### config.mk
export PLATFORM = sky130hd
export DESIGN_NAME = clk_enable_divider_flat
export DESIGN_NICKNAME = d
export VERILOG_FILES = /design/src/rtl/clk_enable_divider_if.sv /design/src/rtl/clk_enable_divider.sv /design/src/flat_wrapper.sv
export SDC_FILE = /design/constraint.sdc
export NUM_CORES = 1
export LEC_CHECK = 0
export ABC_AREA = 1
export CORE_MARGIN = 4
export CORE_UTILIZATION = 55
export CTS_BUF_LIST = sky130_fd_sc_hd__clkbuf_16
export DETAILED_ROUTE_END_ITERATION = 7
export PLACE_DENSITY_LB_ADDON = 0.15
export SKIP_LAST_GASP = 1
export SLEW_MARGIN = 20
export SYNTH_ARGS = -nofsm -noshare
export SYNTH_HDL_FRONTEND = slang
export SYNTH_SLANG_ARGS = --single-unit
export TNS_END_PERCENT = 30
### constraint.sdc
create_clock -name inClk -period 2.52 [get_ports inClk]
set_input_delay 0.756 -clock inClk [delete_from_list [all_inputs] [get_ports inClk]]
set_output_delay 0.756 -clock inClk [all_outputs]
set_load 0.005 [all_outputs]
### src/rtl/clk_enable_divider_if.sv
// rtl/clk_enable_divider_if.sv - divisor write port shared by all divider channels
interface clk_enable_divider_if #(
    parameter int CNT_W = 16
) ();
    logic             wrEn;
    logic [3:0]       wrCh;
    logic [CNT_W-1:0] wrData;

    modport master (output wrEn, output wrCh, output wrData);
    modport slave  (input  wrEn, input  wrCh, input  wrData);
endinterface

### src/rtl/clk_enable_divider.sv
// rtl/clk_enable_divider.sv - multi-channel programmable clock-enable generator
module clk_enable_divider #(
    parameter int NUM_CH    = 4,
    parameter int CNT_W     = 16,
    parameter int RESET_DIV = 2
) (
    input  logic                inClk,
    input  logic                resetN,
    input  logic [NUM_CH-1:0]   chEn,
    input  logic                syncIn,
    clk_enable_divider_if.slave wr,
    output logic [NUM_CH-1:0]   tickOut,
    output logic [NUM_CH-1:0]   outClk,
    output logic [NUM_CH-1:0]   updPending
);

    localparam logic [CNT_W-1:0] RST_DIV = CNT_W'(RESET_DIV);
    localparam logic [CNT_W-1:0] ONE     = CNT_W'(1);

    logic [CNT_W-1:0]  cnt_q  [NUM_CH];
    logic [CNT_W-1:0]  cnt_d  [NUM_CH];
    logic [CNT_W-1:0]  act_q  [NUM_CH];
    logic [CNT_W-1:0]  act_d  [NUM_CH];
    logic [CNT_W-1:0]  pend_q [NUM_CH];
    logic [CNT_W-1:0]  pend_d [NUM_CH];
    logic [NUM_CH-1:0] tick_q, tick_d;
    logic [NUM_CH-1:0] oclk_q, oclk_d;
    logic [NUM_CH-1:0] upd_q, upd_d;
    logic [NUM_CH-1:0] en_q;
    logic [NUM_CH-1:0] wr_hit;
    logic [NUM_CH-1:0] wrap;
    logic [CNT_W-1:0]  wr_data;

    assign wr_data = wr.wrData;

    // Per-channel write decode and wrap detection; a divisor of 0 behaves as 1.
    // Writes to channel numbers >= NUM_CH match no channel and are dropped.
    for (genvar i = 0; i < NUM_CH; i++) begin : g_ch
        logic [CNT_W-1:0] deff;
        assign wr_hit[i] = wr.wrEn && (wr.wrCh == 4'(i));
        assign deff      = (act_q[i] == '0) ? ONE : act_q[i];
        assign wrap[i]   = (cnt_q[i] == deff - ONE);
    end

    // Next-state per channel: disabled > sync/restart > wrap > count.
    // Sync and wrap load the pending ratio as it stood before any write
    // landing in the same cycle, so such a write waits for the next wrap.
    always_comb begin
        tick_d = '0;
        oclk_d = oclk_q;
        upd_d  = '0;
        for (int i = 0; i < NUM_CH; i++) begin
            cnt_d[i]  = cnt_q[i];
            act_d[i]  = act_q[i];
            pend_d[i] = pend_q[i];
            if (wr_hit[i]) begin
                pend_d[i] = wr_data;
            end
            if (!chEn[i]) begin
                cnt_d[i]  = '0;
                oclk_d[i] = 1'b0;
                act_d[i]  = wr_hit[i] ? wr_data : pend_q[i];
            end else if (syncIn || !en_q[i]) begin
                // A freshly enabled channel restarts its phase like a sync,
                // so its first tick lands Deff cycles after the enable.
                cnt_d[i]  = '0;
                oclk_d[i] = 1'b0;
                act_d[i]  = pend_q[i];
            end else if (wrap[i]) begin
                cnt_d[i]  = '0;
                tick_d[i] = 1'b1;
                oclk_d[i] = ~oclk_q[i];
                act_d[i]  = pend_q[i];
            end else begin
                cnt_d[i] = cnt_q[i] + ONE;
            end
            upd_d[i] = (pend_q[i] != act_q[i]);
        end
    end

    // Channel state registers with asynchronous clear.
    always_ff @(posedge inClk or negedge resetN) begin
        if (!resetN) begin
            for (int i = 0; i < NUM_CH; i++) begin
                cnt_q[i]  <= '0;
                act_q[i]  <= RST_DIV;
                pend_q[i] <= RST_DIV;
            end
            tick_q <= '0;
            oclk_q <= '0;
            upd_q  <= '0;
            en_q   <= '0;
        end else begin
            for (int i = 0; i < NUM_CH; i++) begin
                cnt_q[i]  <= cnt_d[i];
                act_q[i]  <= act_d[i];
                pend_q[i] <= pend_d[i];
            end
            tick_q <= tick_d;
            oclk_q <= oclk_d;
            upd_q  <= upd_d;
            en_q   <= chEn;
        end
    end

    assign tickOut    = tick_q;
    assign outClk     = oclk_q;
    assign updPending = upd_q;

endmodule

### src/flat_wrapper.sv
// flat-port wrapper written by rule: the top's interface ports become plain ports
module clk_enable_divider_flat 
#(
    parameter int NUM_CH    = 4,
    parameter int CNT_W     = 16,
    parameter int RESET_DIV = 2
)
  (inClk, resetN, chEn, syncIn, tickOut, outClk, updPending, wr_wrEn, wr_wrCh, wr_wrData);
  clk_enable_divider_if #(.CNT_W(CNT_W)) wr_i ();
  input  logic inClk;
  input  logic resetN;
  input  logic [NUM_CH-1:0] chEn;
  input  logic syncIn;
  output logic [NUM_CH-1:0] tickOut;
  output logic [NUM_CH-1:0] outClk;
  output logic [NUM_CH-1:0] updPending;
  input wire logic [$bits(wr_i.wrEn)-1:0] wr_wrEn;
  input wire logic [$bits(wr_i.wrCh)-1:0] wr_wrCh;
  input wire logic [$bits(wr_i.wrData)-1:0] wr_wrData;
  assign wr_i.wrEn = wr_wrEn;
  assign wr_i.wrCh = wr_wrCh;
  assign wr_i.wrData = wr_wrData;
  clk_enable_divider #(.NUM_CH(NUM_CH), .CNT_W(CNT_W), .RESET_DIV(RESET_DIV)) u_core (.inClk(inClk), .resetN(resetN), .chEn(chEn), .syncIn(syncIn), .wr(wr_i), .tickOut(tickOut), .outClk(outClk), .updPending(updPending));
endmodule
==> results.toml <==
[logic_synthesis]
synth_nets = 1932
synth_edf_count = 0
syn-cell-area_mm2 = 0.0134
synth_compound_area_share_pct = 5.45
synthAdderAreaFrac_pct = 0.750
yosys_warnings = 0
synth_area_leaders = "dfrtp_1, nand2_1, nand3_1"
synth.area.mux_share_pct = 0
syn_area_per_cell_um2 = 7.04
synth-xor-area-share_pct = 9.06
synth_top_cell_area_share_pct = 37.5
yosys.area.top_type = "dfrtp_1"
ys_seq_area_share_pct = 39.1
synth_seq_cells = 208
async_flop_share_pct = 100
synthFlopType = "dfrtp_1"
synthSimpleGateAreaFrac_pct = 37.9
synth_top_family_by_area = "simple AND/OR/NAND/NOR gates"
synth_cell_types = 47
netlist_instances = 1896

[final_layout]
antennaDiodeCount = 0
final_util_pct = 71.8
layoutNonFillerInstCount = 2435
area_growth_syn_to_layout_pct = 27.4
drive_above_1_share_pct = 19.9
nets = 2134

[global_routing]
grt_max_degree = 54
antenna_found_initial = 0
grt_pass1_vias = 12600
grt.total_usage_pct = 28.0
gr-total-overflow = 0
grt_pass1_wl_um = 61300

[die]
dieArea_mm2 = 0.0268
core_region_area_mm2 = 0.0237
die_height_um = 164
ioPinCount = 40
rows = 56
dieWidth_um = 164
initial_core_util_pct = 56.4

[route]
ant_nets = 0
drtPass1Iterations = 6
vias = 13200
wl_um = 38800
drt_iter0_markers = 1241
viasPerCell = 5.42
post_drt_wl_per_cell_um = 15.9
drc = 0

[status]
failed_checks = "setup timing"
status = "complete, but fails checks"

[sta]
max_freq_mhz = 358
tightest_slew_ns = 0.544
holdWs_ns = 0.156
rsz0062_at_grt = "yes"
hold_viol = 0
maxSlewViolCount = 0
min_period_over_period_pct = 111
setup_viol = 99
fin_ws_ns = -0.273
finClkSkew_ns = 0.0159
tns_ns = -9.39
post-route-min-period_ns = 2.79
maxSlewHeadroom_pct = 63.4

[setup_path]
crit_start = "u_core.act_q[21]"
end_kind = "flop"
crit_type = "reg2reg"
cp-start-kind = "flop"
rr_endpoint = "u_core.act_q[29]"
path_max_fanout = 6
worst_ep_required_time_ns = 2.99
setup.worst_path.end = "u_core.act_q[29]"
rr_startpoint = "u_core.act_q[21]"
rr_worst_depth = 18
cp_data_arrival_time_ns = 3.27
r2r_slack_ns = -0.27

[clock_network]
tritoncts = "done"
cts_htree_levels = 1
clock_path_buffers = 3
clkTransAtPathRegs_ns = 0.06
hold_buffers = 0
worstSkewPairLatency_ns = 0.53
clock_sinks = 208
cts_root_buf = "clkbuf_16"
numCtsBuffers = 25

[placed_design]
dp.final_hpwl_um = 27300
gp_congestion = 0.894
io_buffers = 39
pre_cts_ws_ns = -0.204
post-place-cells = 2361

[power_and_ir_drop]
leakage_nw = 8.54
p_per_area_mw_per_mm2 = 751
peakVddDrop_mv = 0.528

[flow_run]
maxCapViolations = 0

[worst_hold_path]
hp-class = "in2async"
-- per-layer routing --
layer	up-vias	track usage [%]	part of all wire, %
li1	6386	-	-
met1	6197	37.3	42
met2	493	46.9	48
met3	127	3.79	6.0
met4	0	10.3	4.5
met5	-	0	0
-- flip-flops by register name, summed over array words and instances, names as in the netlist --
| name | cells |
|---|---|
| u_core.cnt_q | 64 |
| u_core.outClk | 4 |
| u_core.en_q | 4 |
| u_core.pend_q | 64 |
| u_core.tickOut | 4 |
| u_core.updPending | 4 |
| u_core.act_q | 64 |
-- metrics by stage --
stage	cell area, um2	power, mW
after floorplan	13500	7.20
final	17000	12.8
after global placement	15400	8.76
after CTS	16400	12.3
after global routing	17000	13.5
after detailed placement	15400	8.86
-- report_power, final --
| group | switching, mW | internal [mW] | leakage, nW | total [mW] |
|---|---|---|---|---|
| clock | 1.41 | 1.89 | 0.402 | 3.30 |
| combinational | 3.01 | 2.29 | 5.44 | 5.30 |
| sequential | 0.384 | 3.79 | 2.70 | 4.17 |
| total | 4.80 | 7.97 | 8.54 | 12.8 |
-- cells in the mapped netlist (all sizes together) (2+ instances only) --
master	count
a21oi	7
a221oi	4
and2	2
and3	3
buf	31
clkbuf	32
clkinv	3
dfrtp	200
dfstp	8
ha	8
inv	184
nand2	673
nand3	165
nand3b	15
nand4	45
nor2	221
nor3	17
nor3b	2
nor4	8
o21ai	114
o21bai	3
o22ai	4
or2	8
xnor2	43
xnor3	2
xor2	90
-- worst max-delay path, stage by stage (launching register included) --
cell       delay (ns)
dfrtp_1          0.42
nor2_2           0.16
nand2_2          0.10
nor2_4           0.16
nand2_4          0.07
nand2_2          0.07
inv_2            0.04
ha_4             0.18
nand2_8          0.10
xor2_2           0.19
nor2_1           0.09
nor4_2           0.21
nand3_1          0.14
nor2_1           0.14
nand2_2          0.17
nand2_8          0.17
clkbuf_16        0.20
nand2_4          0.05
nand2_2          0.07
-- cell families (layout without fill, tap and decap cells) --
logic type / Yosys count / in the layout
AND/OR/NAND/NOR: 1159 / 1159
buffers and inverters: 250 / 470
flip-flops: 208 / 208
AO/OA/AOI/OAI: 136 / 136
XOR/XNOR: 135 / 135
adder cells (fa/ha/maj): 8 / 8
-- cell type report --
type / count / area (um2)
multi-input cells: 1438 / 7670
fillers: 1943 / 6670
flip-flops and latches: 208 / 5220
repair buffers: 238 / 2280
inverters: 187 / 704
clock buffers: 25 / 626
well taps: 319 / 399
clock inverters: 20 / 111
-- placed cells by master (no fill, tap or decap), drive strengths merged, types with 8 or more instances in the layout --
cell	synthesis	final
buf	31	194
clkbuf	32	31
clkdlybuf4s50	0	38
clkinv	3	11
dfrtp	200	200
dfstp	8	8
ha	8	8
inv	184	195
nand2	673	673
nand3	165	165
nand3b	15	15
nand4	45	45
nor2	221	221
nor3	17	17
nor4	8	8
o21ai	114	114
or2	8	8
xnor2	43	43
xor2	90	90
-- worst min-delay path by stage --
stage	start	end	slack, ns	cells after the start
6_report	resetN	u_core.cnt_q[59]	0.16	1
5_1_grt	resetN	u_core.cnt_q[59]	0.18	1
4_1_cts	resetN	u_core.cnt_q[59]	0.16	1
3_5_place_dp	u_core.cnt_q[0]	u_core.cnt_q[0]	0.51	1
3_3_place_gp	u_core.pend_q[3]	u_core.pend_q[3]	0.51	2
2_1_floorplan	resetN	u_core.act_q[0]	0.46	0
-- timing repair --
action / 4_1_cts / 5_1_grt
cloned: 2 / 6
setup buffers: 10 / 12
setup endpoints to repair: 132 / 136
pin swaps: 16 / 30
gates resized for setup: 25 / 115
Note: power is estimated with default switching activity, not from simulation.
